$ cat src/rtl/chacha_pkg.sv
// Shared types and constants for the ChaCha sequencer and the quarter array.
// Read-address field positions are common to both sides of the read bus.
package chacha_pkg;

    typedef enum logic [2:0] {
        S_IDLE  = 3'd0,
        S_CLEAR = 3'd1,
        S_CALC  = 3'd2,
        S_SHIFT = 3'd3,
        S_ADDB  = 3'd4,
        S_OUT   = 3'd5,
        S_INC   = 3'd6
    } seq_state_e;

    localparam int CALC_CYCLES  = 4;
    localparam int SHIFT_CYCLES = 32;
    localparam int BLOCK_BYTES  = 64;

    localparam int ADDR_W        = 6;
    localparam int ADDR_FIELD_W  = 2;
    localparam int ADDR_BYTE_LSB = 0;
    localparam int ADDR_COL_LSB  = 2;
    localparam int ADDR_ROW_LSB  = 4;

    // word = row*4 + col, bytes little-endian inside a word
    function automatic logic [ADDR_W-1:0] addr_pack(
        input logic [ADDR_FIELD_W-1:0] row,
        input logic [ADDR_FIELD_W-1:0] col,
        input logic [ADDR_FIELD_W-1:0] byte_idx
    );
        logic [ADDR_W-1:0] a;
        a = '0;
        a[ADDR_ROW_LSB +: ADDR_FIELD_W]  = row;
        a[ADDR_COL_LSB +: ADDR_FIELD_W]  = col;
        a[ADDR_BYTE_LSB +: ADDR_FIELD_W] = byte_idx;
        return a;
    endfunction

endpackage

$ cat src/rtl/chacha_sequencer_if.sv
// Control, read-bus and keystream-stream signals between the sequencer and its surroundings.
// With CHACHA_XOR_EN defined the bundle also carries the plaintext byte pt_data.
interface chacha_sequencer_if;

    logic       start;
    logic       busy;
    logic       done;
    logic       calc;
    logic [1:0] step;
    logic       shift;
    logic       shift_dir;
    logic [4:0] shift_ctr;
    logic       add_back;
    logic       clear;
    logic       inc_ctr;
    logic [5:0] addr;
    logic [7:0] data_rd;
    logic       ks_valid;
    logic       ks_ready;
    logic [7:0] ks_data;
    logic       ks_last;
`ifdef CHACHA_XOR_EN
    logic [7:0] pt_data;
`endif

    modport master (
`ifdef CHACHA_XOR_EN
        input  pt_data,
`endif
        input  start, data_rd, ks_ready,
        output busy, done, calc, step, shift, shift_dir, shift_ctr,
        output add_back, clear, inc_ctr, addr, ks_valid, ks_data, ks_last
    );

    modport slave (
`ifdef CHACHA_XOR_EN
        output pt_data,
`endif
        output start, data_rd, ks_ready,
        input  busy, done, calc, step, shift, shift_dir, shift_ctr,
        input  add_back, clear, inc_ctr, addr, ks_valid, ks_data, ks_last
    );

endinterface

$ cat src/rtl/chacha_ks_port.sv
// Keystream output port: byte address counter, valid/ready handshake and ks_last.
// With CHACHA_XOR_EN defined the read byte is XORed with pt_data to emit ciphertext.
module chacha_ks_port
    import chacha_pkg::*;
(
    input  logic              clk,
    input  logic              rst,
    input  logic              en_i,
    input  logic [7:0]        data_rd_i,
    input  logic              ks_ready_i,
`ifdef CHACHA_XOR_EN
    input  logic [7:0]        pt_data_i,
`endif
    output logic [ADDR_W-1:0] addr_o,
    output logic              ks_valid_o,
    output logic [7:0]        ks_data_o,
    output logic              ks_last_o,
    output logic              last_acc_o
);

    logic [ADDR_W-1:0] addr_q, addr_d;
    logic              accept;
    logic [7:0]        byte_out;

    assign accept = en_i && ks_ready_i;

    // Counter is held at zero outside OUT so every block starts at byte 0.
    always_comb begin
        addr_d = addr_q;
        if (!en_i) begin
            addr_d = '0;
        end else if (accept) begin
            addr_d = addr_q + ADDR_W'(1);
        end
    end

    always_ff @(posedge clk) begin
        if (rst) begin
            addr_q <= '0;
        end else begin
            addr_q <= addr_d;
        end
    end

`ifdef CHACHA_XOR_EN
    assign byte_out = data_rd_i ^ pt_data_i;
`else
    assign byte_out = data_rd_i;
`endif

    assign addr_o     = en_i ? addr_pack(addr_q[ADDR_ROW_LSB +: ADDR_FIELD_W],
                                         addr_q[ADDR_COL_LSB +: ADDR_FIELD_W],
                                         addr_q[ADDR_BYTE_LSB +: ADDR_FIELD_W]) : '0;
    assign ks_valid_o = en_i;
    assign ks_data_o  = en_i ? byte_out : 8'h00;
    assign ks_last_o  = en_i && (addr_q == ADDR_W'(BLOCK_BYTES - 1));
    assign last_acc_o = accept && ks_last_o;

endmodule

$ cat src/rtl/chacha_sequencer.sv
// ChaCha block sequencer: CLEAR, ROUNDS x (CALC, SHIFT), ADDB, OUT, INC.
// Optional CHACHA_XOR_EN: keystream port XORs pt_data into the output bytes.
//
// state   | meaning
// IDLE    | waiting for start
// CLEAR   | reload working state from the initial state
// CALC    | quarter-round steps 0..3
// SHIFT   | 32-cycle inter-round word shuffle, direction = round parity
// ADDB    | add initial state back into working state
// OUT     | stream 64 keystream bytes over valid/ready
// INC     | bump block counter, pulse done
module chacha_sequencer
    import chacha_pkg::*;
#(
    parameter int ROUNDS = 20   // even, >= 2
) (
    input  logic               clk,
    input  logic               rst,
    chacha_sequencer_if.master bus
);

    localparam int RW = $clog2(ROUNDS);

    seq_state_e    state_q, state_d;
    logic [1:0]    step_q, step_d;
    logic [4:0]    shift_ctr_q, shift_ctr_d;
    logic [RW-1:0] round_q, round_d;

    logic clear_s, calc_s, shift_s, add_back_s, inc_ctr_s;
    logic out_en, out_last_acc;

    always_ff @(posedge clk) begin
        if (rst) begin
            state_q     <= S_IDLE;
            step_q      <= '0;
            shift_ctr_q <= '0;
            round_q     <= '0;
        end else begin
            state_q     <= state_d;
            step_q      <= step_d;
            shift_ctr_q <= shift_ctr_d;
            round_q     <= round_d;
        end
    end

    always_comb begin
        state_d     = state_q;
        step_d      = step_q;
        shift_ctr_d = shift_ctr_q;
        round_d     = round_q;
        clear_s     = 1'b0;
        calc_s      = 1'b0;
        shift_s     = 1'b0;
        add_back_s  = 1'b0;
        inc_ctr_s   = 1'b0;

        case (state_q)
            S_IDLE: begin
                if (bus.start) begin
                    state_d = S_CLEAR;
                end
            end
            S_CLEAR: begin
                clear_s = 1'b1;
                step_d  = '0;
                round_d = '0;
                state_d = S_CALC;
            end
            S_CALC: begin
                calc_s = 1'b1;
                if (step_q == 2'(CALC_CYCLES - 1)) begin
                    step_d      = '0;
                    shift_ctr_d = '0;
                    state_d     = S_SHIFT;
                end else begin
                    step_d = step_q + 2'd1;
                end
            end
            S_SHIFT: begin
                shift_s = 1'b1;
                if (shift_ctr_q == 5'(SHIFT_CYCLES - 1)) begin
                    shift_ctr_d = '0;
                    // The last round also shifts; its odd parity restores column order.
                    if (round_q == RW'(ROUNDS - 1)) begin
                        round_d = '0;
                        state_d = S_ADDB;
                    end else begin
                        round_d = round_q + RW'(1);
                        state_d = S_CALC;
                    end
                end else begin
                    shift_ctr_d = shift_ctr_q + 5'd1;
                end
            end
            S_ADDB: begin
                add_back_s = 1'b1;
                state_d    = S_OUT;
            end
            S_OUT: begin
                if (out_last_acc) begin
                    state_d = S_INC;
                end
            end
            S_INC: begin
                inc_ctr_s = 1'b1;
                state_d   = S_IDLE;
            end
            default: begin
                state_d = S_IDLE;
            end
        endcase
    end

    assign out_en = (state_q == S_OUT);

    chacha_ks_port u_ks_port (
        .clk        (clk),
        .rst        (rst),
        .en_i       (out_en),
        .data_rd_i  (bus.data_rd),
        .ks_ready_i (bus.ks_ready),
`ifdef CHACHA_XOR_EN
        .pt_data_i  (bus.pt_data),
`endif
        .addr_o     (bus.addr),
        .ks_valid_o (bus.ks_valid),
        .ks_data_o  (bus.ks_data),
        .ks_last_o  (bus.ks_last),
        .last_acc_o (out_last_acc)
    );

    assign bus.busy      = (state_q != S_IDLE);
    assign bus.done      = inc_ctr_s;
    assign bus.clear     = clear_s;
    assign bus.calc      = calc_s;
    assign bus.step      = calc_s ? step_q : 2'd0;
    assign bus.shift     = shift_s;
    assign bus.shift_dir = shift_s & round_q[0];
    assign bus.shift_ctr = shift_s ? shift_ctr_q : 5'd0;
    assign bus.add_back  = add_back_s;
    assign bus.inc_ctr   = inc_ctr_s;

endmodule

$ cat src/flat_wrapper.sv
// flat-port wrapper written by rule: the top's interface ports become plain ports
module chacha_sequencer_flat import chacha_pkg::*;
#(
    parameter int ROUNDS = 20                
)
  (clk, rst, bus_start, bus_data_rd, bus_ks_ready, bus_busy, bus_done, bus_calc, bus_step, bus_shift, bus_shift_dir, bus_shift_ctr, bus_add_back, bus_clear, bus_inc_ctr, bus_addr, bus_ks_valid, bus_ks_data, bus_ks_last);
  chacha_sequencer_if bus_i ();
  input  logic clk;
  input  logic rst;
  input wire logic [$bits(bus_i.start)-1:0] bus_start;
  input wire logic [$bits(bus_i.data_rd)-1:0] bus_data_rd;
  input wire logic [$bits(bus_i.ks_ready)-1:0] bus_ks_ready;
  output wire logic [$bits(bus_i.busy)-1:0] bus_busy;
  output wire logic [$bits(bus_i.done)-1:0] bus_done;
  output wire logic [$bits(bus_i.calc)-1:0] bus_calc;
  output wire logic [$bits(bus_i.step)-1:0] bus_step;
  output wire logic [$bits(bus_i.shift)-1:0] bus_shift;
  output wire logic [$bits(bus_i.shift_dir)-1:0] bus_shift_dir;
  output wire logic [$bits(bus_i.shift_ctr)-1:0] bus_shift_ctr;
  output wire logic [$bits(bus_i.add_back)-1:0] bus_add_back;
  output wire logic [$bits(bus_i.clear)-1:0] bus_clear;
  output wire logic [$bits(bus_i.inc_ctr)-1:0] bus_inc_ctr;
  output wire logic [$bits(bus_i.addr)-1:0] bus_addr;
  output wire logic [$bits(bus_i.ks_valid)-1:0] bus_ks_valid;
  output wire logic [$bits(bus_i.ks_data)-1:0] bus_ks_data;
  output wire logic [$bits(bus_i.ks_last)-1:0] bus_ks_last;
  assign bus_i.start = bus_start;
  assign bus_i.data_rd = bus_data_rd;
  assign bus_i.ks_ready = bus_ks_ready;
  assign bus_busy = bus_i.busy;
  assign bus_done = bus_i.done;
  assign bus_calc = bus_i.calc;
  assign bus_step = bus_i.step;
  assign bus_shift = bus_i.shift;
  assign bus_shift_dir = bus_i.shift_dir;
  assign bus_shift_ctr = bus_i.shift_ctr;
  assign bus_add_back = bus_i.add_back;
  assign bus_clear = bus_i.clear;
  assign bus_inc_ctr = bus_i.inc_ctr;
  assign bus_addr = bus_i.addr;
  assign bus_ks_valid = bus_i.ks_valid;
  assign bus_ks_data = bus_i.ks_data;
  assign bus_ks_last = bus_i.ks_last;
  chacha_sequencer #(.ROUNDS(ROUNDS)) u_core (.clk(clk), .rst(rst), .bus(bus_i));
endmodule
$ cat config.mk
export PLATFORM = sky130hd
export DESIGN_NAME = chacha_sequencer_flat
export DESIGN_NICKNAME = d
export VERILOG_FILES = /design/src/rtl/chacha_pkg.sv /design/src/rtl/chacha_sequencer_if.sv /design/src/rtl/chacha_ks_port.sv /design/src/rtl/chacha_sequencer.sv /design/src/flat_wrapper.sv
export SDC_FILE = /design/constraint.sdc
export NUM_CORES = 1
export LEC_CHECK = 0
export CORE_MARGIN = 2
export CORE_UTILIZATION = 45
export DETAILED_ROUTE_END_ITERATION = 10
export HOLD_SLACK_MARGIN = 0.05
export PLACE_DENSITY = 0.78
export SYNTH_ARGS = -nofsm -noshare
export SYNTH_HDL_FRONTEND = slang
export SYNTH_SLANG_ARGS = --single-unit
$ cat constraint.sdc
create_clock -name clk -period 1.96 [get_ports clk]
set_input_delay 0.49 -clock clk [delete_from_list [all_inputs] [get_ports clk]]
set_output_delay 0.49 -clock clk [all_outputs]
set_load 0.01 [all_outputs]
======== After elaboration in Yosys (flattened, before gate mapping) ========
Cells that the tools add are included.
word-level totals
  register bits after elaboration ......... 21
  input bits .............................. 12
  output and inout port bits .............. 31
  word-level logic and storage cells ...... 60
operators by class
  $add $sub $neg .......................... 4
  equal/unequal tests ..................... 14
  muxes and demuxes ....................... 23
  bitwise gates (word level) .............. 2
  reductions and logical operators ........ 12
operator list
  operator                                                                  number
  5-bit 2-to-1 mux                                                          5
  5-bit one-hot mux with 2 select lines                                     2
  3-bit one-hot mux with 6 select lines                                     1
  3-bit 2-to-1 mux                                                          5
  5-bit by 1-bit adder with 5-bit output (second input constant)            2
  5-bit equality test (second input constant)                               2
  3-bit equality test (second input constant)                               3
  8-bit 2-to-1 mux                                                          1
  6-bit by 1-bit adder with 6-bit output (second input constant)            1
  3-bit by 2-bit equality test with 1-bit output (second input constant)    2
  6-bit equality test (second input constant)                               1
  6-bit 2-to-1 mux                                                          1
  2-bit by 1-bit inequality test with 1-bit output (second input constant)  3
  2-bit nonzero test                                                        3
  1-bit 2-to-1 mux                                                          5
  2-bit 2-to-1 mux                                                          2
  2-bit one-hot mux with 2 select lines                                     1
  2-bit AND reduction                                                       2
  4-bit AND reduction                                                       1
  3-bit by 1-bit equality test with 1-bit output (second input constant)    1
  1-bit logical AND                                                         3
  3-bit zero test                                                           1
  3-bit nonzero test                                                        1
  2-bit by 1-bit adder with 2-bit output (second input constant)            1
  5 further kinds                                                           5

======== Depth between registers and ports, before layout ========
Gate-level depths: netlist (run 1).
  depth after elaboration ................. 5
  depth in mapped cells ................... 7
  gate-level depth less buffers ........... 7

======== Hierarchy ========
From an unflattened synthesis (run 1), not the netlist that was laid out.
unflattened totals
  cells, all modules ...................... 158
  area total of the unflattened synthesis .. 1315.0 um^2
modules (own cells, without submodules)
  module            instances  cells each  area an instance (um^2)  seq. area each (um^2)
  chacha_sequencer  1          111         947.2                    300.3
  chacha_ks_port    1          47          367.9                    120.1

======== Worst setup path before layout (run 1) ========
OpenSTA, ideal clock, no wires.
  path type ............................... register -> register
  start point ............................. reg u_core.shift_ctr_q[0]
  end point ............................... reg u_core.shift_ctr_q[2]
  setup time .............................. 71 ps
  arrival time ............................ 1687 ps
  required time ........................... 1889 ps
  slack ................................... 203 ps
  stages on the path, launching flop included .. 7
  buffers on the path ..................... 0
  period minus slack after synthesis ...... 1757 ps
  path through ............................ dfxtp_1 > ha_1 > and3_1 > ha_1 > nand4bb_4 > or3b_1 > a21oi_1
between the ends
  longest elaborated chain between the ends .. 3
  elaborated cells on any way between the ends .. 4
  classes of those cells .................. add/sub (1); eq/ne (1); mux (2)
RTL lines
  item                                                                           line                                            RTL
  start, declared                                                                chacha_sequencer.sv:26                          logic [4:0] shift_ctr_q, shift_ctr_d;
  start signal, assigned                                                         chacha_sequencer.sv:41                          shift_ctr_q <= shift_ctr_d;
  5-bit by 1-bit adder with 5-bit output or 5-bit equality test (tied branches)  chacha_sequencer.sv:92, chacha_sequencer.sv:81
  5-bit 2-to-1 mux *                                                             chacha_sequencer.sv:81                          if (shift_ctr_q == 5'(SHIFT_CYCLES - 1)) begin
  5-bit one-hot mux with 2 select lines *                                        chacha_sequencer.sv:57                          case (state_q)
Mark *: on every way between the ends. The rest lies on a longest branch, timed or not.
A chain may end at the register's enable or synchronous reset.

======== Worst setup path after layout (run 1) ========
  start point ............................. reg u_core.state_q[1]
  end point ............................... out bus_ks_last
between the ends
  longest elaborated chain between the ends .. 2
RTL lines
  item                    line                     RTL
  start, declared         chacha_sequencer.sv:24   seq_state_e state_q, state_d;
  start signal, assigned  chacha_sequencer.sv:39   state_q <= state_d;
  3-bit equality test     chacha_sequencer.sv:114  assign out_en = (state_q == S_OUT);
  1-bit logical AND       chacha_ks_port.sv:56     assign ks_last_o = en_i && (addr_q == ADDR_W'(BLOCK_BYTES - 1));
  end, declared           flat_wrapper.sv:26       output wire logic [$bits(bus_i.ks_last)-1:0] bus_ks_last;
Every way passes these cells.

==> flow_summary_export.csv, run 1 <==
group,metric,value,unit
synthesis,yosys.area.top_type,"dfxtp_1",
clock_tree,ctsHoldBuffers,0,
global_route,grt-busiest-layer,"met2",
critical_path,arrival,1.51,ns
synthesis,yosys.area.top_type_share,0.316,
placed_design,portBuffers,42,
placed_design,dp_hpwl,2750,microns
worst_hold_path,hold_start,"u_core.round_q[1]$_SDFFE_PP0P_",
clock_tree,clockBufferDepth,2,
clock_tree,cts_tree,"built",
cells_and_area,utilization,0.711,
clock_tree,numCtsBuffers,3,
global_route,antenna_found_initial,0,
critical_path,timing.rr.end,"u_core.shift_ctr_q[2]$_SDFFE_PP0P_",
pwr,power_per_cell_area,460,nW/um^2
critical_path,crit_type,"reg -> out",
synthesis,synth_area,1330,sq um
placed_design,globalplace.congestion,0.864,
detailed_routing,drc,0,
timing,rsz0062_at_grt,"yes",
timing,finalMaxSlewViolations,0,
global_route,grtUsageMet2,0.456,
synthesis,ys_types,41,
global_route,gr-usage-all-layers,0.236,
timing,fmax,499,MHz
floorplan,ios,43,
clock_tree,h-tree-depth,1,
global_route,grt_max_degree,14,
synthesis,yosys_warnings,0,
pwr,vdd_drop_max,657,uV
critical_path,reg2reg_depth,6,
run_status,run_status,"finished, violations left",
synthesis,syn-num-nets,176,
synthesis,synthTopCellsByArea,"dfxtp_1 (32%), and3_1 (8.5%), xor2_1 (5.3%)",
worst_hold_path,worstHoldPathType,"reg -> reg",
timing,finalWorstSetupSlack,-0.0444,ns
critical_path,worstSetupStartpoint,"u_core.state_q[1]$_SDFFE_PP0P_",
synthesis,syn_inst,159,
detailed_routing,viasPerCell,5.65,
worst_hold_path,hold_end,"u_core.round_q[1]$_SDFFE_PP0P_",
global_route,grt_pass1_wl,6350,microns
timing,finClkSkew,0.0121,ns
timing,worst_slew_pin_slew,0.369,ns
global_route,grt_util_met1,0.264,
synthesis,synth_seq_cells,21,
critical_path,cp_max_fo,6,
detailed_routing,wl_per_cell,15.7,microns
floorplan,dieArea,3400,sq um
synthesis,async_reset_ff_frac,0,
critical_path,end_kind,"primary output",
timing,slew-limit-headroom,0.752,
detailed_routing,wl,4000,microns
timing,period_needed,2.00,ns
floorplan,initial_core_util,0.478,
critical_path,reg2reg_slack,0.10,ns
global_route,grt_overflow_total,0,
cells_and_area,fin_area,1980,sq um
clock_tree,clock-sinks,21,
clock_tree,clock_latency,0.31,ns
synthesis,yosysSeqAreaShare,0.316,
global_route,grt_util_met3,0.0484,
timing,final-hold-violation-count,0,
clock_tree,root_buffer,"clkbuf_4",
synthesis,synth_edf_count,0,
floorplan,core-area,2780,sq um
placed_design,place_area,1880,sq um
pwr,p_leak,0.962,nW
run_status,violations,"setup timing",
cells_and_area,nets,241,
floorplan,die_y,58.3,microns
timing,setup_viol,1,
critical_path,critPathRequiredTime,1.47,ns
clock_tree,clk_pin_slew,0.13,ns
critical_path,worstSetupStartpointType,"flip-flop",
critical_path,reg2reg_from,"u_core.shift_ctr_q[0]$_SDFFE_PP0P_",
detailed_routing,ant_nets,0,
detailed_routing,drtIter0Drc,73,
cells_and_area,area_growth,48.9,%
worst_hold_path,holdPathStages,2,
timing,finalCritPeriodShare,1.02,
floorplan,rows,19,
cells_and_area,drive_gt1_frac,0.372,
synthesis,ys.flop_type,"dfxtp_1",
detailed_routing,firstDrtPassIters,4,
run,cap_viol_max_count,0,
floorplan,die_w,58.3,microns
global_route,grt_pass1_vias,1429,
synthesis,avgSynthCellArea,8.36,sq um
cells_and_area,antennaDiodeCount,0,
detailed_routing,vias,1435,
logic make-up (layout without fill, tap and decap cells):
kind of cell | after synthesis | count (layout) | synth area share
xor gates and xnor gates | 9 | 9 | 0.0593
and+or+nand+nor | 87 | 88 | 0.389
muxes | 2 | 2 | 0.0188
buffers and inverters | 13 | 76 | 0.0518
DFF | 21 | 21 | 0.316
AOI/OAI and AO/OA | 22 | 22 | 0.118
adders and majority gates | 5 | 5 | 0.0471
state kept, by name (all words and copies together), names as in the netlist:
signal	flops
u_core.shift_ctr_q	5
u_core.round_q	5
u_core.u_ks_port.addr_q	6
u_core.step_q	2
u_core.state_q	3
cell type report:
type | instances | area, sq um
Tap cell | 31 | 38.8
Fill cell | 227 | 803
Timing Repair Buffer | 71 | 577
Sequential cell | 21 | 433
Inverter | 1 | 3.75
Multi-Input combinational cell | 126 | 898
Clock inverter | 1 | 5.00
Clock buffer | 3 | 22.5
power by group:
part           leakage, nW  switching (mW)  internal [mW]  total [mW]
registers            0.172          0.0181          0.439       0.457
logic                0.772           0.115          0.117       0.233
clock network       0.0177           0.144         0.0763       0.220
worst max-delay path by stage:
stage	to	slack, ns	cells past startpoint
floorplan	u_core.shift_ctr_q[2]$_SDFFE_PP0P_	0.20	6
global placement	bus_ks_data[0]	-0.15	3
detailed placement	bus_ks_data[6]	-0.17	3
CTS	bus_addr[2]	-0.09	5
global route	bus_ks_last	-0.07	5
finish	bus_ks_last	-0.04	5
stage by stage:
step	cells	TNS (ns)	power (mW)	hold WS, ns	setup WS (ns)
2_1_floorplan	159	0	0.589	0.457	0.203
3_3_place_gp	241	-1.78	0.665	0.471	-0.145
3_5_place_dp	241	-2.11	0.674	0.481	-0.170
4_1_cts	251	-0.712	0.903	0.503	-0.0852
5_1_grt	254	-0.228	0.950	0.530	-0.0743
6_report	254	-0.0444	0.910	0.503	-0.0444
synthesized netlist by cell type (all sizes together), types with 2 or more instances:
library cell and instances:
a21oi 8, a22oi 2, and2 11, and3 18, buf 7, clkbuf 5, dfxtp 21, ha 5
nand2 7, nand2b 3, nand3 2, nand4 6, nor2 14, nor2b 7, nor3 9, o21ai 4
o21bai 2, o31ai 2, or3 2, xor2 8
layer usage:
metal  up-vias  part of all wire
li1        687                 -
met1       710              0.39
met2        32              0.56
met3         6             0.039
met4         0            0.0063
met5         -                 0
cell usage in the layout, fill, tap and decap left out, types with 4 or more instances in the layout:
master,netlist,layout
and2_1,11,7
a21oi_1,8,8
buf_2,4,16
buf_4,2,21
and3_1,18,15
nor3_1,9,9
nor2_1,14,13
xor2_1,8,8
dfxtp_1,21,17
and2_4,0,4
nand4_1,6,6
buf_6,1,14
clkdlybuf4s50_1,0,11
nand2_1,7,7
ha_1,5,4
nor2b_1,6,6
worst max-delay path, stage by stage, from the launching register on:
cell and delay, ns:
dfxtp_4 0.39, buf_6 0.12, nor2b_4 0.19, and3_4 0.22
and3_4 0.18, buf_6 0.09
repair_timing:
item / CTS / global route
endpoints found under the setup margin: 31 / 31
gates cloned: 1 / 1
setup buffers: 5 / 2
pin swaps: 1 / 3
gates resized for setup: 91 / 48
Note: power is estimated with default switching activity, not from simulation.
==> inputs of run 2 (changes only) <==
Settings changed: SLEW_MARGIN set to 20.
==> results of run 2 <==
No change in the layout: final DEF, timing and power equal those of run 1.
==> inputs of run 3 (changes only) <==
Settings changed: DONT_BUFFER_PORTS set to 1, PLACE_DENSITY 0.78 to not set.
==> run 3 against run 2 <==
  * The flow now finishes without violations
  * Clock power is 5% lower
  * Design area fell by 27%
  * Die area did not move
  * Cell count fell by 23%
  * Critical path depth decreased by 2
  * Sequential share of layout area grew 7.6 points
  * Power decreased by 11%
  * Critical path type unchanged
  * Highest routed layer unchanged
==> flow_summary_export.csv, run 3 (synthesized netlist as in run 1, its figures left out) <==
group,metric,value,unit
run_status,run_status,"completed",
critical_path,critPathMaxStageDelay,0.35,ns
global_route,antenna_found_initial,0,
worst_hold_path,worstHoldPathType,"in -> reg",
pwr,switchingPower,0.229,mW
critical_path,slowest_stage,"and3b_2",
global_route,grt_pass1_wl,4580,microns
pwr,power_frac_seq,0.570,
critical_path,arrival,1.38,ns
pwr,power_per_cell_area,566,nW/um^2
cells_and_area,antennaDiodeCount,0,
clock_tree,clock-sinks,21,
critical_path,cp_max_fo,13,
critical_path,critPathRequiredTime,1.47,ns
pwr,pwr-share-comb,0.173,
cells_and_area,most-common-layout-cells,"dfxtp_1 (19), and3_1 (18), nor2_1 (14)",
global_route,gr-usage-all-layers,0.171,
global_route,grt_max_degree,20,
pwr,switching_share,0.282,
detailed_routing,vias,1144,
detailed_routing,drtIter0Drc,22,
cells_and_area,fin_area,1440,sq um
pwr,p_leak,0.647,nW
cells_and_area,drive_gt1_frac,0.171,
placed_design,place_area,1380,sq um
cells_and_area,top_regs,"u_core.u_ks_port.addr_q x6, u_core.round_q x5, u_core.shift_ctr_q x5",
clock_tree,ctsHoldBuffers,0,
detailed_routing,firstDrtPassIters,4,
detailed_routing,wl_per_cell,14.3,microns
placed_design,pre_cts_ws,0.0852,ns
floorplan,dieArea,3400,sq um
clock_tree,clock_latency,0.31,ns
detailed_routing,wl,2790,microns
clock_tree,numCtsBuffers,3,
floorplan,die_w,58.3,microns
cells_and_area,area_growth,8.00,%
floorplan,die_y,58.3,microns
timing,fmax,535,MHz
global_route,grt_overflow_total,0,
floorplan,core-area,2780,sq um
pwr,p_int,0.583,mW
floorplan,initial_core_util,0.478,
timing,worst_slew_pin_slew,0.461,ns
placed_design,dp_hpwl,2050,microns
detailed_routing,drc,0,
clock_tree,h-tree-depth,1,
pwr,clkPwrFrac,0.258,
detailed_routing,ant_nets,0,
clock_tree,cts_tree,"built",
timing,finClkSkew,0.00865,ns
cells_and_area,utilization,0.516,
placed_design,portBuffers,0,
floorplan,ios,43,
critical_path,crit_type,"reg -> out",
clock_tree,clockBufferDepth,2,
detailed_routing,viasPerCell,5.87,
run,cap_viol_max_count,0,
cells_and_area,nets,182,
clock_tree,root_buffer,"clkbuf_4",
timing,period_needed,1.87,ns
timing,rsz0062_at_grt,"no",
timing,setup-tns-final,0,ns
timing,finalWorstSetupSlack,0.0894,ns
floorplan,rows,19,
critical_path,worstSetupStartpointType,"flip-flop",
timing,finalMaxSlewViolations,0,
timing,final-hold-violation-count,0,
timing,slew-limit-headroom,0.692,
placed_design,globalplace.congestion,0.798,
cells_and_area,layout_commonest_cell,"dfxtp_1",
cells_and_area,largest-register,"u_core.u_ks_port.addr_q",
global_route,grt_pass1_vias,997,
pwr,vdd_drop_max,499,uV
critical_path,end_kind,"primary output",
timing,finalCritPeriodShare,0.954,
critical_path,crit_chain,"buf_4, and3b_2, and2_1",
cells_and_area,largest_reg_flops,6,
timing,setup_viol,0,
pwr,p_total,0.812,mW
clock_tree,clk_pin_slew,0.12,ns
[run 3: cell count changes in the layout (fill, tap and decap cells not counted), moves of 4 or more]
cell	delta
buf_4	-8
buf_6	-14
and2_4	-4
buf_2	-16
clkdlybuf4s50_1	-11
and2_1	+4
[run 3: worst paths after layout]
kind | depth (start not counted) | from | to | slack [ns]
max | 3 | u_core.state_q[2]$_SDFFE_PP0P_ | bus_shift_ctr[0] | 0.09
min | 1 | rst | u_core.round_q[1]$_SDFFE_PP0P_ | 0.24
max reg2reg | 6 | u_core.shift_ctr_q[0]$_SDFFE_PP0P_ | u_core.shift_ctr_q[2]$_SDFFE_PP0P_ | 0.11
min reg2reg | 2 | u_core.shift_ctr_q[3]$_SDFFE_PP0P_ | u_core.shift_ctr_q[3]$_SDFFE_PP0P_ | 0.50
[run 3: power by group through the flow]
stage / logic (mW) / registers [mW] / clock network, mW
4_1_cts: 0.141 / 0.462 / 0.225
5_1_grt: 0.157 / 0.466 / 0.239
3_3_place_gp: 0.137 / 0.470 / 0
6_report: 0.140 / 0.463 / 0.209
3_5_place_dp: 0.140 / 0.470 / 0
2_1_floorplan: 0.132 / 0.458 / 0
[run 3: worst max-delay path: cells and delay by family (launching register included)]
family                 cells  cell delay, ns
and+or+nand+nor            2            0.56
DFF                        1            0.33
buffers and inverters      1            0.17
[run 3: per-stage QoR]
step	instances	hold slack [ns]
2_1_floorplan	159	0.457
3_5_place_dp	188	0.484
5_1_grt	195	0.211
3_3_place_gp	188	0.477
6_report	195	0.237
4_1_cts	192	0.220
[run 3: area by class of cell]
cell class                 instances  area [sq um]
sequential                        21           423
inverter                           1          3.75
fill                             282          1350
tap                               31          38.8
clock buffer                       4          26.3
multi-input combinational        125           846
timing repair buffer              13          97.6
[run 3: repair_timing]
action,in CTS,in global routing
buffers inserted,0,3
pin swaps,0,1
endpoints found under the setup margin,11,10
gates resized for setup,3,1
[run 3: routing by layer]
layer | global-route usage | routed length (microns)
met5 | 0 | 0
met4 | 0.0465 | 17
met3 | 0.0462 | 132
met2 | 0.268 | 1360
met1 | 0.231 | 1270
